**src/rtl/idct_pkg.sv**
```systemverilog
// Shared constants and helpers for the 8-point serial inverse DCT.
package idct_pkg;

  localparam int DEF_BITS  = 25;
  localparam int DEF_SHIFT = 13;
  localparam int INT_W     = DEF_BITS + 10;

  localparam int C39 = 39;
  localparam int C36 = 36;
  localparam int C15 = 15;
  localparam int C35 = 35;
  localparam int C2  = 2;
  localparam int C8  = 8;
  localparam int C30 = 30;
  localparam int C16 = 16;
  localparam int C6  = 6;
  localparam int C19 = 19;
  localparam int C14 = 14;

  localparam int NORM_MUL   = 43;
  localparam int NORM_SHIFT = 19;

  function automatic logic signed [63:0] saturate(input logic signed [63:0] v, input int bits);
    logic signed [63:0] hi;
    logic signed [63:0] lo;
    hi = (64'sd1 <<< (bits - 1)) - 64'sd1;
    lo = -(64'sd1 <<< (bits - 1));
    if (v > hi)      saturate = hi;
    else if (v < lo) saturate = lo;
    else             saturate = v;
  endfunction

endpackage

```
**src/rtl/idct8_core.sv**
```systemverilog
// Combinational 8-point inverse DCT butterfly with scaling and saturation.
// Build option IDCT_NORM_EN: round-half-up normalisation by 43/2^19 instead of a plain floor shift.
module idct8_core
  import idct_pkg::*;
#(
  parameter int BITS  = DEF_BITS,
  parameter int SHIFT = DEF_SHIFT
) (
  input  logic signed [BITS-1:0] coef [8],
  output logic signed [BITS-1:0] x    [8]
);

  localparam int IW = BITS + 10;

  logic signed [IW-1:0] xc [8];
  logic signed [IW-1:0] w  [8];
  logic signed [IW-1:0] b  [8];
  logic signed [IW-1:0] a  [8];
  logic signed [IW-1:0] r  [8];
  logic signed [63:0]   s  [8];

  function automatic logic signed [IW-1:0] m(input int c, input logic signed [IW-1:0] v);
    return IW'(c) * v;
  endfunction

  always_comb begin
    for (int i = 0; i < 8; i++) xc[i] = IW'(coef[i]);

    w[0] = m(C39, xc[0]);
    w[1] = m(C39, xc[4]);
    w[2] = m(C36, xc[2]) - m(C15, xc[6]);
    w[3] = m(C15, xc[2]) + m(C36, xc[6]);
    w[4] = m(C35, xc[1]) - m(C14, xc[3]) + m(C8,  xc[5]) - m(C6,  xc[7]);
    w[5] = m(C19, xc[3]) - m(C2,  xc[1]) + m(C30, xc[5]) - m(C16, xc[7]);
    w[6] = m(C16, xc[1]) + m(C30, xc[3]) - m(C19, xc[5]) - m(C2,  xc[7]);
    w[7] = m(C6,  xc[1]) + m(C8,  xc[3]) + m(C14, xc[5]) + m(C35, xc[7]);

    b[0] = w[0] + w[2];  b[2] = w[0] - w[2];
    b[4] = w[1] + w[3];  b[6] = w[3] - w[1];
    b[1] = w[4] + w[6];  b[3] = w[4] - w[6];
    b[5] = w[5] + w[7];  b[7] = w[7] - w[5];

    a[0] = b[0] + b[4];  a[1] = b[0] - b[4];
    a[2] = b[2] + b[6];  a[3] = b[2] - b[6];
    a[4] = b[1] + b[5];  a[5] = b[1] - b[5];
    a[6] = b[3] + b[7];  a[7] = b[3] - b[7];

    r[0] = a[0] + a[4];  r[7] = a[0] - a[4];
    r[1] = a[1] + a[5];  r[6] = a[1] - a[5];
    r[2] = a[2] + a[6];  r[5] = a[2] - a[6];
    r[3] = a[3] + a[7];  r[4] = a[3] - a[7];

    // scaling is done at 64 bits so the normalising multiply cannot overflow
    for (int j = 0; j < 8; j++) begin
`ifdef IDCT_NORM_EN
      s[j] = (64'(r[j]) * 64'(NORM_MUL) + (64'sd1 <<< (NORM_SHIFT - 1))) >>> NORM_SHIFT;
`else
      s[j] = 64'(r[j]) >>> SHIFT;
`endif
      x[j] = BITS'(saturate(s[j], BITS));
    end
  end

endmodule

```
**src/rtl/idct8_serial.sv**
```systemverilog
// Serial 8-point inverse DCT: one coefficient in and one sample out per beat,
// output of block n is emitted in lockstep with the beats of block n+1.
module idct8_serial
  import idct_pkg::*;
#(
  parameter int BITS  = DEF_BITS,
  parameter int SHIFT = DEF_SHIFT
) (
  input  logic                   clk,
  input  logic                   rst,
  input  logic                   in_valid,
  input  logic signed [BITS-1:0] in,
  output logic                   out_valid,
  output logic                   frame_start,
  output logic signed [BITS-1:0] O
);

  logic [2:0]             k;
  logic                   primed;
  logic signed [BITS-1:0] coef  [8];
  logic signed [BITS-1:0] obuf  [8];
  logic signed [BITS-1:0] xform [8];

  idct8_core #(.BITS(BITS), .SHIFT(SHIFT)) u_core (
    .coef (coef),
    .x    (xform)
  );

  always_ff @(posedge clk) begin
    if (rst) begin
      k           <= '0;
      primed      <= 1'b0;
      out_valid   <= 1'b0;
      frame_start <= 1'b0;
      O           <= '0;
      for (int i = 0; i < 8; i++) begin
        coef[i] <= '0;
        obuf[i] <= '0;
      end
    end else if (in_valid) begin
      coef[k]     <= in;
      k           <= k + 3'd1;
      out_valid   <= primed;
      frame_start <= primed && (k == 3'd0);
      // k==0: coef still holds the previous complete block, so latch its transform
      if (k == 3'd0) begin
        O <= xform[0];
        for (int i = 0; i < 8; i++) obuf[i] <= xform[i];
      end else begin
        O <= obuf[k];
      end
      if (k == 3'd7) primed <= 1'b1;
    end else begin
      out_valid   <= 1'b0;
      frame_start <= 1'b0;
    end
  end

endmodule

```
**config.mk**
```make
export PLATFORM = sky130hd
export DESIGN_NAME = idct8_serial
export DESIGN_NICKNAME = d
export VERILOG_FILES = /design/src/rtl/idct_pkg.sv /design/src/rtl/idct8_core.sv /design/src/rtl/idct8_serial.sv
export SDC_FILE = /design/constraint.sdc
export NUM_CORES = 2
export LEC_CHECK = 0
export CORE_ASPECT_RATIO = 0.8
export CORE_MARGIN = 1.5
export CORE_UTILIZATION = 30
export DETAILED_ROUTE_END_ITERATION = 8
export GPL_ROUTABILITY_DRIVEN = 0
export GPL_TIMING_DRIVEN = 0
export SLEW_MARGIN = 25
export SYNTH_ARGS = -nofsm -noshare
export SYNTH_HDL_FRONTEND = slang
export SYNTH_SLANG_ARGS = --single-unit
```
**constraint.sdc**
```tcl
create_clock -name clk -period 14 [get_ports clk]
set_input_delay 1.4 -clock clk [delete_from_list [all_inputs] [get_ports clk]]
set_output_delay 1.4 -clock clk [all_outputs]
set_load 0.01 [all_outputs]
```
Yosys cells after proc, flatten, opt, wreduce, memory -nomap -nowiden

Memory sizes are Yosys's and may differ from the RTL's. A register that Yosys moved wholly into a read port is not among the register bits.
Index checks and enable logic that the tools add are counted.
Widths: inputs -> output; s select.

Word-level logic and storage cells: 135
Flip-flop bits (word level): 206
Memories kept: 1
Bits in writable memories: 200
Bits of input ports: 28

Memory list:

| name | depth | bits a word | rd ports | clocked after memory_dff | wr ports | RTL line           | source |
|---|---|---|---|---|---|---|---|
| obuf | 8     | 25          | 1        | 1                        | 8        | idct8_serial.sv:21 | `logic signed [BITS-1:0] obuf [8];` |

$mul: 16
Order comparisons: 18
Eq/ne operators: 1
Add/subtract/negate cells: 39
Muxes and demuxes: 33
Bitwise gates (word level): 10
Reduce and logical (&&, ||, !) cells: 5

Operators by type and width:

| operator              | count |
|---|---|
| $mux 25               | 25 |
| $add 35x35->35        | 16 |
| $sub 35x35->35        | 16 |
| $bwmux 200            | 1 |
| $gt 22x25->1 const B  | 8 |
| $lt 22x25->1 const B  | 8 |
| $mul 5x25->30 const A | 6 |
| $mul 7x25->32 const A | 4 |
| $demux 25 s3          | 1 |
| $mul 6x25->31 const A | 2 |
| $mul 4x25->29 const A | 2 |
| $mul 3x25->28 const A | 2 |
| $add 35x28->35        | 1 |
| $sub 35x26->35        | 1 |
| $sub 35x29->35        | 1 |
| $add 29x31->32        | 1 |
| $sub 31x26->32        | 1 |
| $add 29x28->30        | 1 |
| $or 1x1->1            | 8 |
| $mux 1                | 6 |
| $ge 4x4->1 const B    | 1 |
| $lt 4x1->1 const B    | 1 |
| $not 3->4             | 1 |
| $add 3x1->3 const B   | 1 |
| other kinds (6)       | 7 |

Longest topological paths before layout

Depth after elaboration: 11
Gate-level depth with buffers: 66
Gate-level depth less buffers: 65

Hierarchy

Synthesis repeated with hierarchy kept, for this count alone.

Cells, all modules: 12,571
Area total of the unflattened synthesis: 101,192.1 um2

Modules (own cells, without submodules):

| module       | instances | area an instance (um2) | sequential area each (um2) | cells each |
|---|---|---|---|---|
| idct8_core   | 1         | 83,060.9               | 0.0                        | 10,808 |
| idct8_serial | 1         | 18,131.1               | 10,630.2                   | 1,763 |

Worst setup path after synthesis

No wires, ideal clock.

Kind: reg2reg
Start point: register coef[100] (netlist name)
End point: register O[23] (read register of obuf)
Data required time: 13,881 ps
Path buffers: 2
Setup time: 119 ps
Stages on the path, launching flop included: 60
Setup slack: 1,599 ps
Clock period less this slack: 12,401 ps
Arrival time: 12,282 ps
Cells stage by stage: dfxtp_1 ha_1 ha_1 xor2_1 ha_1 fa_1 a21o_1 a21oi_1 o21bai_1 a21oi_1 o21bai_1 a21oi_1 o21bai_1 a21oi_1 o21bai_1 a21oi_1 nor2b_1 o311a_1 (+24 left out) a21oi_1 xnor2_1 ha_1 clkbuf_1 inv_1 xnor2_1 ha_1 a221oi_1 o21ai_0 o221a_2 o41ai_1 o21ai_0 or3_1 a31oi_1 xnor2_1 a311oi_1 a32o_2 o221a_2

RTL lines:

| item      | RTL line           | source |
|---|---|---|
| to (decl) | idct8_serial.sv:15 | `output logic signed [BITS-1:0] O` |

==> impl_metrics.tcl <==
set metrics [dict create \
    crit_path_end_kind "flop" \
    synth_top_cell_by_area "ha_1" \
    clkSlewWorstSetupHoldPaths_ns 0.07 \
    met3_usage_pct 4.18 \
    cp_slowest_cell "xnor2_1" \
    ant_nets 0 \
    nNetsFinal 15620 \
    hold_start "O[2]$_SDFFE_PP0P_" \
    cp_max_fo 9 \
    cp-start-kind "flop" \
    async_reset_ff_share_pct 0 \
    fin_skew_ns 0.0908 \
    routed_wl_mm 349 \
    maxCapViolCount 0 \
    cts_max_level 2 \
    vias_per_cell 5.11 \
    final_layout_size_suffix_gt1_share_pct 4.90 \
    cts-root-buf "clkbuf_16" \
    cts.sinks 411 \
    routedWlPerCell_um 19.9 \
    row_count 190 \
    synthDistinctLibCells 100 \
    worstSetupPathType "flop to flop" \
    post-route-period-util_pct 96.5 \
    finalSetupTns_ns 0 \
    synthesis.nets 15536 \
    critical-path-max-stage-delay_ns 0.72 \
    design_area_um2 111000 \
    grt_usage_pct 19.8 \
    place_area_um2 107000 \
    fin_ws_ns 0.492 \
    grt_pass1_vias 82797 \
    dieArea_um2 340000 \
    initial_core_util_pct 30.1 \
    status "completed" \
    required_ns 14.58 \
    slew_violations 0 \
    layout_common_cells "2437 x inv_1, 1933 x ha_1, 1103 x a21oi_1, 1076 x nor2_1, 883 x nand2_1" \
    io_pins 55 \
    busiest_layer "met1" \
    post_synth.cell_area_avg_um2 7.77 \
    syn_inst 12983 \
    num_vias 89566 \
    rrSetupSlack_ns 0.49 \
    ys.flop_type "dfxtp_1" \
    fmax_mhz 74.0 \
    maxSlewHeadroom_pct 19.3 \
    met2_usage_pct 27.5 \
    fin_crit_ns 13.51 \
    ys_seq_elements 411 \
    post-synth-top-area-fraction_pct 24.3 \
    layout_commonest_cell "inv_1" \
    drc 0 \
    drtIter0Drc 9196 \
    nFillCells 35370 \
    drt_pass1_iterations 6 \
    tightest_slew_ns 1.20 \
    yosys_warnings 0 \
    grt_max_degree 49 \
    area_growth_pct 10.0 \
    hold_path_end "O[2]$_SDFFE_PP0P_" \
    reg2reg_from "coef[101]$_SDFFE_PP0P_" \
    place_inst 17445 \
    clk_latency_ns 0.74 \
    netlist_area_um2 101000 \
    numCtsBuffers 50 \
    core_um2 335000 \
    fin_cells 17528 \
    timing.rr.end "O[20]$_SDFFE_PP0P_" \
    grt-ovfl-total 0 \
    rr_worst_depth 51 \
    synth_area_leaders "ha_1 24%, fa_1 11%, inv_1 9.1%" \
    setup-violations-final 0 \
    grt_use_met1_pct 30.8 \
    path_common_cell "ha_1" \
    synth_edf_count 182 \
    hold_viol 0 \
    hold_buffers 0 \
    place_ws_ns -2.11 \
    die_w_um 651 \
    min-delay-path-class "flop to flop" \
    antenna_found_initial 24 \
    crit_arrival_ns 14.09 \
    cts.path.max_buffers 3 \
    yosysSeqAreaShare_pct 9.97 \
    cts_tree "done" \
    dpl.hpwl_mm 297 \
    holdPathStages 2 \
    fp.dieH_um 522 \
    port_buffers 29 \
    grt_pass1_wl_mm 512 \
]
[what timing repair did]
action,in CTS,in global routing
endpoints found under the hold margin,0,0
resized for setup,104,279
setup endpoints to repair,81,73
pin swaps,5,25
buffers inserted,3,15
[worst max-delay path by stage]
| stage | start | endpoint | slack, ns |
|---|---|---|---|
| global placement | coef[100]$_SDFFE_PP0P_ | O[24]$_SDFFE_PP0P_ | -2.02 |
| CTS | coef[100]$_SDFFE_PP0P_ | O[24]$_SDFFE_PP0P_ | 0.003 |
| global route | coef[105]$_SDFFE_PP0P_ | O[24]$_SDFFE_PP0P_ | -0.09 |
| floorplan | coef[100]$_SDFFE_PP0P_ | O[23]$_SDFFE_PP0P_ | 1.60 |
| finish | coef[101]$_SDFFE_PP0P_ | O[20]$_SDFFE_PP0P_ | 0.49 |
| detailed placement | coef[100]$_SDFFE_PP0P_ | O[24]$_SDFFE_PP0P_ | -2.11 |
[area by class of cell]
class                           instances  area [um^2]  area share, %
Buffer                                283         1210           1.09
Tap cell                             4416         5530           4.98
Multi-Input combinational cell       9816        82400           74.3
Sequential cell                       411        10100           9.09
Inverter                             2441         9160           8.26
Clock buffer                           65         1440           1.30
Timing Repair Buffer                   64          722          0.651
Antenna cell                            3         7.51        0.00677
Clock inverter                         29          388          0.350
[state kept, by name (all words and copies together) (netlist names)]
register and flops:
O 23, k 3, primed 1, coef 200, obuf 182, out_valid 1
frame_start 1
[cell families (layout without fill, tap and decap cells)]
logic type                 count (synthesis)  count (layout)  share of synthesized area (%)
muxes                                     70              70                           1.22
adders and majority gates               2525            2525                           35.5
AOI/OAI and AO/OA                       2965            2965                           18.5
DFF                                      411             411                           9.97
buffers and inverters                   2756            2882                           10.4
xor gates and xnor gates                1271            1271                           11.1
and+or+nand+nor                         2985            2985                           13.2
other                                      0               3                              0
[cells in the mapped netlist (74+ instances only)]
library cell     n
nand2_1        884
o21ai_0        482
ha_1          1960
nand3_1        185
fa_1           565
inv_1         2439
xnor2_1        948
xor2_1         314
o21bai_1       262
nor2b_1        124
a21boi_0       105
o21a_1         118
dfxtp_1        229
a211oi_1        74
nor3_1         229
or3_1           79
edfxtp_1       182
a21o_1         224
nor2_1        1085
a21oi_1       1137
nand2b_1       132
clkbuf_1       253
[worst max-delay path, delay by kind of cell, from the launching register on]
family                   cells  cell delay, ns
AO/OA/AOI/OAI               17            4.53
adder cells (fa/ha/maj)     10            3.44
XOR/XNOR                     6            1.83
AND/OR/NAND/NOR              9            1.83
buffers and inverters        8            1.09
flip-flops                   1            0.44
multiplexers                 1            0.23
[per-stage QoR]
step / utilization [%] / hold slack, ns
global placement: 31.9 / 0.451
finish: 33.1 / 0.466
CTS: 32.7 / 0.467
floorplan: - / 0.443
global route: 33.1 / 0.473
detailed placement: 32.0 / 0.456
[per-layer routing]
layer / wire, um / vias up / part of all wire (%)
met5: 13 / - / 0.0037
met4: 8570 / 2 / 2.5
met3: 37500 / 341 / 11
met2: 132000 / 3425 / 38
met1: 170000 / 42578 / 49
li1: - / 43220 / -
Power is left out: the tool's default activity adds up to more than one toggle a clock period on the data nets, which glitch-free logic cannot reach.
